## src/rtl/alu_pkg.sv

```systemverilog
// Shared definitions for the ALU operation sequencer.
// Opcodes, status bit indices, instruction fields, FSM states.
package alu_pkg;

  localparam logic [3:0] ALU_OP_PASS = 4'd0;
  localparam logic [3:0] ALU_OP_ADD  = 4'd1;
  localparam logic [3:0] ALU_OP_ADC  = 4'd2;
  localparam logic [3:0] ALU_OP_SUB  = 4'd3;
  localparam logic [3:0] ALU_OP_AND  = 4'd4;
  localparam logic [3:0] ALU_OP_OR   = 4'd5;
  localparam logic [3:0] ALU_OP_XOR  = 4'd6;
  localparam logic [3:0] ALU_OP_SHL  = 4'd7;
  localparam logic [3:0] ALU_OP_SHR  = 4'd8;
  localparam logic [3:0] ALU_OP_LAST = ALU_OP_SHR;
  localparam logic [3:0] OP_LDI      = 4'd15;

  localparam int SREG_C = 0;
  localparam int SREG_Z = 1;
  localparam int SREG_N = 2;
  localparam int SREG_V = 3;

  localparam int INSTR_W = 16;
  localparam int OP_LSB  = 12;
  localparam int OP_W    = 4;
  localparam int RD_LSB  = 9;
  localparam int RS1_LSB = 6;
  localparam int RS2_LSB = 3;
  localparam int IMM_LSB = 0;
  localparam int IMM_W   = 8;

  typedef enum logic [1:0] {
    IDLE  = 2'd0,
    ISSUE = 2'd1,
    WB    = 2'd2
  } seq_state_e;

  function automatic logic is_alu_op(
    input logic [3:0] op
  );
    return op <= ALU_OP_LAST;
  endfunction

  function automatic logic is_ldi(
    input logic [3:0] op
  );
    return op == OP_LDI;
  endfunction

endpackage

```

## src/rtl/alu_op_sequencer_if.sv

```systemverilog
// Instruction handshake between fetch and the sequencer.
// Master offers instructions, slave signals readiness.
interface alu_op_sequencer_if;
  import alu_pkg::*;

  logic               instr_valid;
  logic               instr_ready;
  logic [INSTR_W-1:0] instr;

  modport master (
    output instr_valid,
    output instr,
    input  instr_ready
  );

  modport slave (
    input  instr_valid,
    input  instr,
    output instr_ready
  );

endinterface

```

## src/rtl/alu_op_sequencer_regfile.sv

```systemverilog
// Register file for the ALU sequencer.
// Three combinational reads, one synchronous write.
module alu_seq_regfile #(
  parameter  int DATA_W = 8,
  parameter  int NREGS  = 8,
  localparam int AW     = $clog2(NREGS)
) (
  input  logic              clk,
  input  logic              rst_n,
  input  logic [AW-1:0]     rs1_addr,
  output logic [DATA_W-1:0] rs1_data,
  input  logic [AW-1:0]     rs2_addr,
  output logic [DATA_W-1:0] rs2_data,
  input  logic [AW-1:0]     dbg_addr,
  output logic [DATA_W-1:0] dbg_data,
  input  logic              we,
  input  logic [AW-1:0]     waddr,
  input  logic [DATA_W-1:0] wdata
);

  logic [DATA_W-1:0] mem [NREGS];

  always_ff @(posedge clk or negedge rst_n) begin
    if (!rst_n) begin
      for (int i = 0; i < NREGS; i++) begin
        mem[i] <= '0;
      end
    end else if (we) begin
      mem[waddr] <= wdata;
    end
  end

  assign rs1_data = mem[rs1_addr];
  assign rs2_data = mem[rs2_addr];
  assign dbg_data = mem[dbg_addr];

endmodule

```

## src/rtl/alu_op_sequencer.sv

```systemverilog
// Issues register-file instructions to a registered ALU and
// writes the result and status back after ALU_LAT cycles.
module alu_op_sequencer
  import alu_pkg::*;
#(
  parameter  int DATA_W  = 8,
  parameter  int NREGS   = 8,
  parameter  int ALU_LAT = 1,
  localparam int AW      = $clog2(NREGS)
) (
  input  logic                clk,
  input  logic                rst_n,
  alu_op_sequencer_if.slave   instr_if,
  output logic [3:0]          alu_fsel,
  output logic [DATA_W-1:0]   alu_a,
  output logic [DATA_W-1:0]   alu_b,
  input  logic [DATA_W-1:0]   alu_result,
  input  logic [3:0]          alu_sreg,
  output logic [3:0]          sreg_out,
  output logic                busy,
  output logic                illegal,
  input  logic [AW-1:0]       dbg_addr,
  output logic [DATA_W-1:0]   dbg_data
);

  localparam int CW = 3;

  seq_state_e state;
  seq_state_e state_nxt;

  logic [CW-1:0]     cnt;
  logic [AW-1:0]     rd_q;
  logic [OP_W-1:0]   op;
  logic [AW-1:0]     rd;
  logic [AW-1:0]     rs1;
  logic [AW-1:0]     rs2;
  logic [DATA_W-1:0] imm;
  logic              accept;
  logic              op_alu;
  logic              op_ldi;
  logic              op_ill;

  logic [DATA_W-1:0] rs1_data;
  logic [DATA_W-1:0] rs2_data;
  logic              rf_we;
  logic [AW-1:0]     rf_waddr;
  logic [DATA_W-1:0] rf_wdata;

  assign op  = instr_if.instr[OP_LSB +: OP_W];
  assign rd  = instr_if.instr[RD_LSB +: AW];
  assign rs1 = instr_if.instr[RS1_LSB +: AW];
  assign rs2 = instr_if.instr[RS2_LSB +: AW];
  assign imm = DATA_W'(instr_if.instr[IMM_LSB +: IMM_W]);

  assign op_alu = is_alu_op(op);
  assign op_ldi = is_ldi(op);
  assign op_ill = !op_alu && !op_ldi;

  assign instr_if.instr_ready = (state == IDLE);
  assign accept = instr_if.instr_valid && instr_if.instr_ready;
  assign busy   = (state == ISSUE) || (state == WB);

  alu_seq_regfile #(
    .DATA_W (DATA_W),
    .NREGS  (NREGS)
  ) u_regfile (
    .clk      (clk),
    .rst_n    (rst_n),
    .rs1_addr (rs1),
    .rs1_data (rs1_data),
    .rs2_addr (rs2),
    .rs2_data (rs2_data),
    .dbg_addr (dbg_addr),
    .dbg_data (dbg_data),
    .we       (rf_we),
    .waddr    (rf_waddr),
    .wdata    (rf_wdata)
  );

  always_ff @(posedge clk or negedge rst_n) begin
    if (!rst_n) begin
      state <= IDLE;
    end else begin
      state <= state_nxt;
    end
  end

  always_comb begin
    state_nxt = state;
    rf_we     = 1'b0;
    rf_waddr  = rd_q;
    rf_wdata  = alu_result;
    unique case (state)
      IDLE: begin
        if (accept) begin
          unique case (1'b1)
            op_alu: state_nxt = ISSUE;
            op_ldi: begin
              rf_we    = 1'b1;
              rf_waddr = rd;
              rf_wdata = imm;
            end
            default: state_nxt = IDLE;
          endcase
        end
      end
      ISSUE: begin
        if (cnt == '0) begin
          state_nxt = WB;
        end
      end
      WB: begin
        rf_we     = 1'b1;
        state_nxt = IDLE;
      end
      default: state_nxt = IDLE;
    endcase
  end

  // Operands are latched at acceptance so a writeback to rs1/rs2 is harmless.
  always_ff @(posedge clk or negedge rst_n) begin
    if (!rst_n) begin
      alu_fsel <= '0;
      alu_a    <= '0;
      alu_b    <= '0;
      rd_q     <= '0;
      cnt      <= '0;
      sreg_out <= '0;
      illegal  <= 1'b0;
    end else begin
      illegal <= accept && op_ill;
      if (accept && op_alu) begin
        alu_fsel <= op;
        alu_a    <= rs1_data;
        alu_b    <= rs2_data;
        rd_q     <= rd;
        cnt      <= CW'(ALU_LAT - 1);
      end else if (state == ISSUE && cnt != '0) begin
        cnt <= cnt - CW'(1);
      end
      if (state == WB) begin
        sreg_out <= alu_sreg;
      end
    end
  end

endmodule

```

## src/flat_wrapper.sv

```systemverilog
// flat-port wrapper written by rule: the top's interface ports become plain ports
module alu_op_sequencer_flat import alu_pkg::*;
#(
  parameter  int DATA_W  = 8,
  parameter  int NREGS   = 8,
  parameter  int ALU_LAT = 1,
  localparam int AW      = $clog2(NREGS)
)
  (clk, rst_n, alu_fsel, alu_a, alu_b, alu_result, alu_sreg, sreg_out, busy, illegal, dbg_addr, dbg_data, instr_if_instr_valid, instr_if_instr, instr_if_instr_ready);
  alu_op_sequencer_if instr_if_i ();
  input  logic clk;
  input  logic rst_n;
  output logic [3:0] alu_fsel;
  output logic [DATA_W-1:0] alu_a;
  output logic [DATA_W-1:0] alu_b;
  input  logic [DATA_W-1:0] alu_result;
  input  logic [3:0] alu_sreg;
  output logic [3:0] sreg_out;
  output logic busy;
  output logic illegal;
  input  logic [AW-1:0] dbg_addr;
  output logic [DATA_W-1:0] dbg_data;
  input wire logic [$bits(instr_if_i.instr_valid)-1:0] instr_if_instr_valid;
  input wire logic [$bits(instr_if_i.instr)-1:0] instr_if_instr;
  output wire logic [$bits(instr_if_i.instr_ready)-1:0] instr_if_instr_ready;
  assign instr_if_i.instr_valid = instr_if_instr_valid;
  assign instr_if_i.instr = instr_if_instr;
  assign instr_if_instr_ready = instr_if_i.instr_ready;
  alu_op_sequencer #(.DATA_W(DATA_W), .NREGS(NREGS), .ALU_LAT(ALU_LAT)) u_core (.clk(clk), .rst_n(rst_n), .instr_if(instr_if_i), .alu_fsel(alu_fsel), .alu_a(alu_a), .alu_b(alu_b), .alu_result(alu_result), .alu_sreg(alu_sreg), .sreg_out(sreg_out), .busy(busy), .illegal(illegal), .dbg_addr(dbg_addr), .dbg_data(dbg_data));
endmodule
```

## config.mk

```make
export PLATFORM = sky130hd
export DESIGN_NAME = alu_op_sequencer_flat
export DESIGN_NICKNAME = d
export VERILOG_FILES = /design/src/rtl/alu_pkg.sv /design/src/rtl/alu_op_sequencer_if.sv /design/src/rtl/alu_op_sequencer_regfile.sv /design/src/rtl/alu_op_sequencer.sv /design/src/flat_wrapper.sv
export SDC_FILE = /design/constraint.sdc
export NUM_CORES = 1
export LEC_CHECK = 0
export CORE_UTILIZATION = 35
export CTS_CLUSTER_DIAMETER = 60
export DETAILED_ROUTE_END_ITERATION = 6
export PLACE_DENSITY = 0.54
export SYNTH_ARGS = -nofsm -noshare
export SYNTH_HDL_FRONTEND = slang
export SYNTH_SLANG_ARGS = --single-unit
```

## constraint.sdc

```tcl
create_clock -name clk -period 2.6 [get_ports clk]
set_input_delay 0.52 -clock clk [delete_from_list [all_inputs] [get_ports clk]]
set_output_delay 0.52 -clock clk [all_outputs]
set_load 0.01 [all_outputs]
```

==> flow_metrics.tcl, run 1 <==
set metrics [dict create \
    outcome "completed" \
    synthCells 490 \
    finClkSkew_ns 0.0126 \
    portBuffers 68 \
    end_kind "output pin" \
    first_pass_iters 5 \
    hold_path_class "input pin to asynchronous set/reset pin" \
    root_buffer "clkbuf_16" \
    tritoncts "built" \
    rsz0062_at_grt "false" \
    synth_top_area_share_pct 40.4 \
    diodes 0 \
    final_common_cell "dfrtp_1" \
    finalCritPeriodShare_pct 98.3 \
    ys_ff_latch 97 \
    pre_cts_slack_ns -0.474 \
    criticalPathCategory "input pin to output pin" \
    r2r_slack_ns 0.42 \
    drt-initial-drc-count 291 \
    syn_area_per_cell_um2 12.3 \
    cp.required_ns 2.08 \
    syn_to_final_growth_pct 23.4 \
    drive_gt1_share_pct 28.3 \
    die_height_um 133 \
    drv_cap 0 \
    finalCriticalPeriod_ns 2.55 \
    synth-main-ff-cell "dfrtp_1" \
    nFillCells 1566 \
    antenna_found_initial 0 \
    synth.area.top_cells "dfrtp_1 (40%), mux4_2 (18%), mux2i_1 (2.7%)" \
    place_congestion 0.864 \
    die_w_um 133 \
    synth_top_cell_by_area "dfrtp_1" \
    dp_cells 773 \
    critPathMaxStageDelay_ns 0.51 \
    r2r_cells 6 \
    synth_edf_count 0 \
    timing.rr.end "u_core.u_regfile.mem[38]$_DFFE_PN0P_" \
    grt_max_degree 38 \
    grt_usage_pct 20.1 \
    cts_buffers 9 \
    stdcell_area_um2 7420 \
    yosysSeqAreaShare_pct 40.4 \
    slew-limit-headroom_pct 51.7 \
    nets 606 \
    grt_pass1_wl_um 27100 \
    overflow 0 \
    viasPerCell 5.70 \
    worstPathArrival_ns 2.03 \
    path_clk_slew_ns 0.08 \
    crit_fanout 8 \
    via_count 4512 \
    timing.rr.start "u_core.state[0]$_DFFE_PN0P_" \
    detailed_place_hpwl_um 12300 \
    most-common-layout-cells "dfrtp_1 (97), clkdlybuf4s50_1 (57), mux4_2 (48)" \
    slew_violations 0 \
    htreeDepth 3 \
    p_leak_nw 3.06 \
    dieArea_um2 17700 \
    cpMaxStageDelayCell "mux4_2" \
    clock_sinks 97 \
    drtAntennaViolNets 0 \
    synthArstFlopShare_pct 100 \
    pin_count 69 \
    yosysWarnings 0 \
    clockBufferDepth 2 \
    setup_viol 0 \
    cp_top_family "multiplexers" \
    fin_cells 792 \
    path_cells "clkdlybuf4s18_2 -> buf_12 -> mux4_2 -> mux2_2 -> dlygate4sd2_1" \
    wl_per_cell_um 20.8 \
    clock_latency_ns 0.36 \
    ir_drop_uv 393 \
    hold_ws_ns 0.140 \
    netlist_area_um2 6010 \
    worstSetupStartpointType "input pin" \
    powerDensity_nw_per_um2 1010 \
    synth.distinct_cells 58 \
    route.detailed.drc 0 \
    worst_pin_slew_ns 0.724 \
    hold_violations 0 \
    crit_buf_inv 3 \
    core-area_um2 16700 \
    max_freq_mhz 391 \
    post_dp_cell_area_um2 7070 \
    initial_utilization_pct 36.0 \
    syn_nets 529 \
    rows 47 \
    layout_setup_ws_ns 0.0451 \
    wl_um 16500 \
    first_global_vias 4731 \
]
[timing repair]
item | in CTS | in global routing
gates resized for setup | 17 | 0
hold buffers | 0 | 0
buffers inserted | 2 | 0
endpoints found under the setup margin | 8 | 0
[kinds of logic (layout without fill, tap and decap cells)]
logic type / count (synthesis) / in the layout / synth area share, %
flops: 97 / 97 / 40.4
simple gates: 109 / 109 / 10.7
buf+inv: 63 / 145 / 6.01
mux: 76 / 76 / 22.9
fa+ha+maj: 5 / 5 / 1.04
compound gates: 139 / 139 / 18.8
xor+xnor: 1 / 1 / 0.146
[worst max path at each step]
stage,depth (start not counted),to,slack [ns],startpoint
final,5,dbg_data[2],0.05,dbg_addr[0]
after global placement,5,dbg_data[1],-0.43,dbg_addr[0]
after detailed placement,5,dbg_data[1],-0.47,dbg_addr[0]
after CTS,5,dbg_data[2],0.04,dbg_addr[0]
after global routing,5,dbg_data[2],0.006,dbg_addr[0]
after floorplan,4,dbg_data[0],0.23,dbg_addr[0]
[cells in the mapped netlist, types with 9 or more instances]
cell type / number
buf_4: 9
a21oi_2: 9
a22o_1: 16
mux4_2: 48
nand2_1: 40
o21a_1: 16
dfrtp_1: 97
a21o_1: 17
nor3b_1: 9
buf_2: 13
nor3_1: 10
o22ai_1: 16
o21ai_0: 17
o22a_1: 17
mux2_2: 12
inv_1: 13
clkbuf_1: 12
nor2_1: 13
mux2i_1: 16
[registers in the layout, indices dropped and copies added, names as in the netlist]
name,count
u_core.rd_q,3
u_core.u_regfile.mem,64
u_core.alu_b,8
u_core.sreg_out,4
u_core.cnt,3
u_core.alu_fsel,4
u_core.alu_a,8
u_core.illegal,1
u_core.state,2
[cell type report]
cell class | count | area (µm²) | area share (%)
Multi-Input combinational cell | 330 | 3230 | 43.5
Clock inverter | 6 | 53.8 | 0.725
Clock buffer | 10 | 239 | 3.22
Sequential cell | 97 | 2430 | 32.7
Inverter | 14 | 52.6 | 0.709
Tap cell | 220 | 275 | 3.71
Timing Repair Buffer | 115 | 1140 | 15.4
[layer usage]
metal	up-vias	share of wire [%]	track usage [%]
met5	-	0	0
met4	0	1.4	6.19
met3	18	5.3	3.30
met2	141	47	31.7
met1	2314	46	28.4
li1	2039	-	-
[power breakdown]
part	internal, mW	switching [mW]
Clock	0.697	0.642
Combinational	1.91	1.24
Sequential	2.24	0.773
Total	4.85	2.66
[stage by stage]
| stage | utilization [%] | power [mW] | TNS, ns |
|---|---|---|---|
| global placement | 42.4 | 6.11 | -3.30 |
| detailed placement | 42.4 | 6.22 | -3.62 |
| CTS | 44.4 | 7.54 | 0 |
| finish | 44.4 | 7.50 | 0 |
| floorplan | - | 4.84 | 0 |
| global route | 44.4 | 7.99 | 0 |
No activity file was read; power rests on OpenSTA's default activity.
==> run 2, diff against run 1 <==
CORE_UTILIZATION = 45   (was 35)
PLACE_DENSITY = 0.66   (was 0.54)
==> run 2 against run 1 <==
Against the previous run:
- sequential cell count did not move
- final area decreased by 0.66%
- core utilization is 13 points higher
- setup slack better by 0.054 ns
- critical path type unchanged
- largest cell class unchanged
- final cell count is 6.3% lower
==> flow_metrics.tcl, run 2 (synthesized netlist as in run 1, its figures left out) <==
set metrics [dict create \
    ir_drop_uv 389 \
    layout_setup_ws_ns 0.0992 \
    final_common_cell "dfrtp_1" \
    slew_violations 0 \
    wl_per_cell_um 21.0 \
    worstPathArrival_ns 1.98 \
    clock_latency_ns 0.35 \
    worstSetupStartpointType "input pin" \
    clock_sinks 97 \
    root_buffer "clkbuf_16" \
    route.detailed.drc 0 \
    grt_max_degree 50 \
    rows 41 \
    path_cells "dlygate4sd2_1 -> bufbuf_16 -> mux4_2 -> mux2_2 -> dlygate4sd2_1" \
    dp_cells 724 \
    drive_gt1_share_pct 27.7 \
    clockBufferDepth 2 \
    tritoncts "built" \
    cts_buffers 9 \
    htreeDepth 3 \
    path_common_cell "dlygate4sd2_1" \
    antenna_found_initial 0 \
    finalCritPeriodShare_pct 96.2 \
    reg.largest.list "u_core.u_regfile.mem x64, u_core.alu_a x8, u_core.alu_b x8" \
    finalCriticalPeriod_ns 2.50 \
    nFillCells 1072 \
    syn_to_final_growth_pct 22.6 \
    fin_cells 742 \
    pre_cts_slack_ns -0.448 \
    die_w_um 118 \
    die_height_um 118 \
    viasPerCell 6.08 \
    nets 604 \
    seqCellArea_um2 2430 \
    place_congestion 0.850 \
    outcome "completed" \
    detailed_place_hpwl_um 11500 \
    largest_reg_flops 64 \
    core-area_um2 12800 \
    drv_cap 0 \
    path_clk_slew_ns 0.06 \
    cpMaxStageDelayCell "bufbuf_16" \
    portBuffers 68 \
    pin_count 69 \
    end_kind "output pin" \
    overflow 0 \
    finClkSkew_ns 0.00701 \
    drtAntennaViolNets 0 \
    p_leak_nw 3.05 \
    power_mw 7.52 \
    rsz0062_at_grt "false" \
    max_freq_mhz 400 \
    diodes 0 \
    grt_pass1_wl_um 25700 \
    cp.required_ns 2.08 \
    initial_utilization_pct 46.9 \
    hold_ws_ns 0.107 \
    most-common-layout-cells "dfrtp_1 (97), clkdlybuf4s50_1 (57), mux4_2 (48)" \
    fin_util_pct 57.5 \
    criticalPathCategory "input pin to output pin" \
    first_pass_iters 4 \
    slew-limit-headroom_pct 49.4 \
    via_count 4514 \
    multi_input_area_um2 3220 \
    largest_register "u_core.u_regfile.mem" \
    critPathMaxStageDelay_ns 0.30 \
    drt-initial-drc-count 402 \
    crit_fanout 8 \
    grt_usage_pct 24.2 \
    r2r_slack_ns 0.34 \
    worst_pin_slew_ns 0.759 \
    powerDensity_nw_per_um2 1020 \
    hold_violations 0 \
    wl_um 15600 \
    setup_viol 0 \
    hold_path_class "input pin to asynchronous set/reset pin" \
    first_global_vias 4614 \
    dieArea_um2 13800 \
]
==> run 2: cell count changes in the layout (fill, tap and decap cells not counted) <==
cell / before / now
clkinvlp_4: 1 / 2
inv_6: 4 / 2
buf_4: 39 / 36
clkbuf_1: 0 / 1
inv_8: 1 / 0
bufinv_16: 0 / 1
mux2_4: 1 / 0
bufbuf_16: 0 / 1
mux2_2: 11 / 12
clkdlybuf4s15_2: 1 / 0
buf_2: 0 / 1
clkdlybuf4s18_2: 1 / 0
dlygate4sd2_1: 8 / 9
==> run 2: report_power, final <==
| group | switching [mW] | internal [mW] |
|---|---|---|
| registers | 0.753 | 2.24 |
| clock network | 0.586 | 0.779 |
| logic | 1.26 | 1.90 |
| total | 2.60 | 4.92 |
==> run 2: worst paths after layout <==
path,startpoint,cells after the start,to
setup / recovery,dbg_addr[1],5,dbg_data[6]
hold / removal,rst_n,1,u_core.state[1]$_DFFE_PN0P_
setup reg to reg,u_core.state[0]$_DFFE_PN0P_,6,u_core.u_regfile.mem[37]$_DFFE_PN0P_
hold reg to reg,u_core.alu_b[0]$_DFFE_PN0P_,2,u_core.alu_b[0]$_DFFE_PN0P_
max in group asynchronous,rst_n,2,u_core.u_regfile.mem[36]$_DFFE_PN0P_
min in group clk,u_core.alu_b[0]$_DFFE_PN0P_,2,u_core.alu_b[0]$_DFFE_PN0P_
==> run 2: layer usage <==
layer | GRT usage, % | part of all wire, % | vias to the layer above
met2 | 37.6 | 48 | 168
met5 | 0 | 0 | -
met4 | 9.38 | 1.8 | 0
met1 | 34.4 | 44 | 2284
met3 | 3.10 | 6.0 | 24
li1 | - | - | 2038
==> run 2: worst max-delay path: cells and delay by family <==
kind | cells | cell delay [ns]
buffers and inverters | 3 | 0.88
muxes | 2 | 0.57
==> run 2: through the flow <==
stage | cell area (µm²) | setup TNS [ns]
final | 7370 | 0
after global routing | 7370 | 0
after CTS | 7370 | 0
after detailed placement | 7020 | -3.47
after global placement | 7020 | -3.25
after floorplan | 6010 | 0
==> run 2: area by class of cell <==
cell class | count | share of cell area, %
timing repair buffer | 113 | 15.5
sequential | 97 | 32.9
multi-input combinational | 330 | 43.7
inverter | 14 | 0.713
tap | 172 | 2.92
clock inverter | 5 | 0.849
clock buffer | 11 | 3.29
==> run 2: what timing repair did <==
item	in CTS	in global routing
hold buffers	0	0
gates cloned	2	0
pin swaps	0	0
setup endpoints to repair	8	1
gates resized for setup	13	2
buffers inserted	0	0
==> run 3, diff against run 2 <==
HOLD_SLACK_MARGIN = 0.15   (was default)
clock period = 2.78 ns   (was 2.6 ns; I/O delays follow)
==> run 3 against run 2 <==
Against the previous run:
- combinational power fell by 7.6%
- first-iteration DRC count rose by 2.2%
- register-to-register slack better by 0.10 ns
- via count down 0.29%
- critical path type unchanged
- critical endpoint is now dbg_data[2]
==> flow_metrics.tcl, run 3 (synthesized netlist as in run 1, its figures left out) <==
set metrics [dict create \
    post-cts-setup-buffers 0 \
    initial_utilization_pct 46.9 \
    end_kind "output pin" \
    antenna_found_initial 0 \
    p_clk_share_pct 17.8 \
    path_clk_slew_ns 0.08 \
    die_height_um 118 \
    fin_util_pct 56.4 \
    p_int_mw 4.47 \
    hold_violations 0 \
    htreeDepth 3 \
    wl_per_cell_um 21.2 \
    p_leak_nw 2.98 \
    die_w_um 118 \
    rsz0062_at_grt "false" \
    p_switching_mw 2.47 \
    worstSetupStartpointType "input pin" \
    finalSetupTns_ns 0 \
    drtAntennaViolNets 0 \
    wl_um 15500 \
    most-common-layout-cells "dfrtp_1 (97), clkdlybuf4s50_1 (58), mux4_2 (48)" \
    worstPathArrival_ns 2.14 \
    portBuffers 68 \
    hold_path_class "register to register" \
    reg.largest.list "u_core.u_regfile.mem x64, u_core.alu_a x8, u_core.alu_b x8" \
    finalCriticalPeriod_ns 2.70 \
    criticalPathCategory "input pin to output pin" \
    slew_violations 0 \
    max_freq_mhz 370 \
    via_count 4501 \
    seq_power_share_pct 40.2 \
    crit_fanout 8 \
    rows 41 \
    hold_ws_ns 0.483 \
    final_common_cell "dfrtp_1" \
    swShare_pct 35.6 \
    clock_latency_ns 0.35 \
    viasPerCell 6.17 \
    grt_max_degree 50 \
    dieArea_um2 13800 \
    pin_count 69 \
    finClkSkew_ns 0.00590 \
    ir_drop_uv 367 \
    powerDensity_nw_per_um2 960 \
    nets 592 \
    diodes 0 \
    finalCritPeriodShare_pct 97.1 \
    fin_cells 730 \
    drt-initial-drc-count 411 \
    setup_viol 0 \
    detailed_place_hpwl_um 11400 \
    clock_sinks 97 \
    outcome "completed" \
    cp.required_ns 2.22 \
    nFillCells 1099 \
    drive_gt1_share_pct 26.2 \
    place_congestion 0.859 \
    tritoncts "built" \
    cts_buffers 9 \
    comb_power_share_pct 42.0 \
    largest_register "u_core.u_regfile.mem" \
    multi_input_area_um2 3220 \
    core-area_um2 12800 \
    first_pass_iters 4 \
    largest_reg_flops 64 \
    seqCellArea_um2 2430 \
    worst_pin_slew_ns 0.711 \
    first_global_vias 4506 \
    route.detailed.drc 0 \
    grt_pass1_wl_um 25400 \
    power_mw 6.94 \
    clockBufferDepth 2 \
    overflow 0 \
    drv_cap 0 \
    root_buffer "clkbuf_16" \
    grt_usage_pct 23.7 \
    syn_to_final_growth_pct 20.3 \
    slew-limit-headroom_pct 52.5 \
    dp_cells 712 \
]
[run 3: stage by stage]
| stage | setup slack, ns | instance area [µm²] |
|---|---|---|
| 2_1_floorplan | 0.333 | 6010 |
| 3_3_place_gp | -0.318 | 6900 |
| 3_5_place_dp | -0.339 | 6900 |
| 4_1_cts | 0.0688 | 7230 |
| 5_1_grt | 0.0368 | 7230 |
| 6_report | 0.0793 | 7230 |
[run 3: power by group through the flow]
stage                     clock network [mW]  registers, mW  logic (mW)
final                                   1.24           2.79        2.92
after global routing                    1.32           2.88        3.15
after CTS                               1.25           2.77        2.93
after detailed placement                   0           2.79        2.96
after global placement                     0           2.76        2.87
after floorplan                            0           2.60        1.93
[run 3: layout make-up]
cell class,count,share of cell area [%]
clock buffer,9,3.11
clock inverter,7,0.986
inverter,14,0.726
multi-input combinational,330,44.6
sequential,97,33.6
tap,172,2.97
timing repair buffer,101,14.1
[run 3: critical path: stages]
cell and delay, ns:
clkdlybuf4s15_2 0.23, bufbuf_16 0.29, mux4_2 0.49, mux2_2 0.29, dlygate4sd2_1 0.29
[run 3: repair_timing]
item	CTS	global route
endpoints found under the setup margin	8	0
gates resized for setup	11	0
hold buffers	1	0
endpoints found under the hold margin	27	0
[run 3: layer usage]
layer	vias up	routed length, µm	track usage, %	share of wire [%]
met5	-	0	0	0
met4	0	149	7.77	0.96
met3	11	1270	5.14	8.2
met2	195	7520	36.8	48
met1	2278	6570	33.1	42
li1	2017	-	-	-
[run 3: final timing paths]
check / startpoint / to / slack [ns] / cells past startpoint
hold / removal: u_core.alu_a[5]$_DFFE_PN0P_ / u_core.alu_a[5]$_DFFE_PN0P_ / 0.48 / 2
setup reg to reg: u_core.state[0]$_DFFE_PN0P_ / u_core.u_regfile.mem[62]$_DFFE_PN0P_ / 0.44 / 6
min in group asynchronous: rst_n / u_core.cnt[2]$_DFFE_PN0P_ / 0.67 / 2
max in group asynchronous: rst_n / u_core.u_regfile.mem[58]$_DFFE_PN0P_ / 1.47 / 3
hold reg to reg: u_core.alu_a[5]$_DFFE_PN0P_ / u_core.alu_a[5]$_DFFE_PN0P_ / 0.48 / 2
setup / recovery: dbg_addr[0] / dbg_data[2] / 0.08 / 5
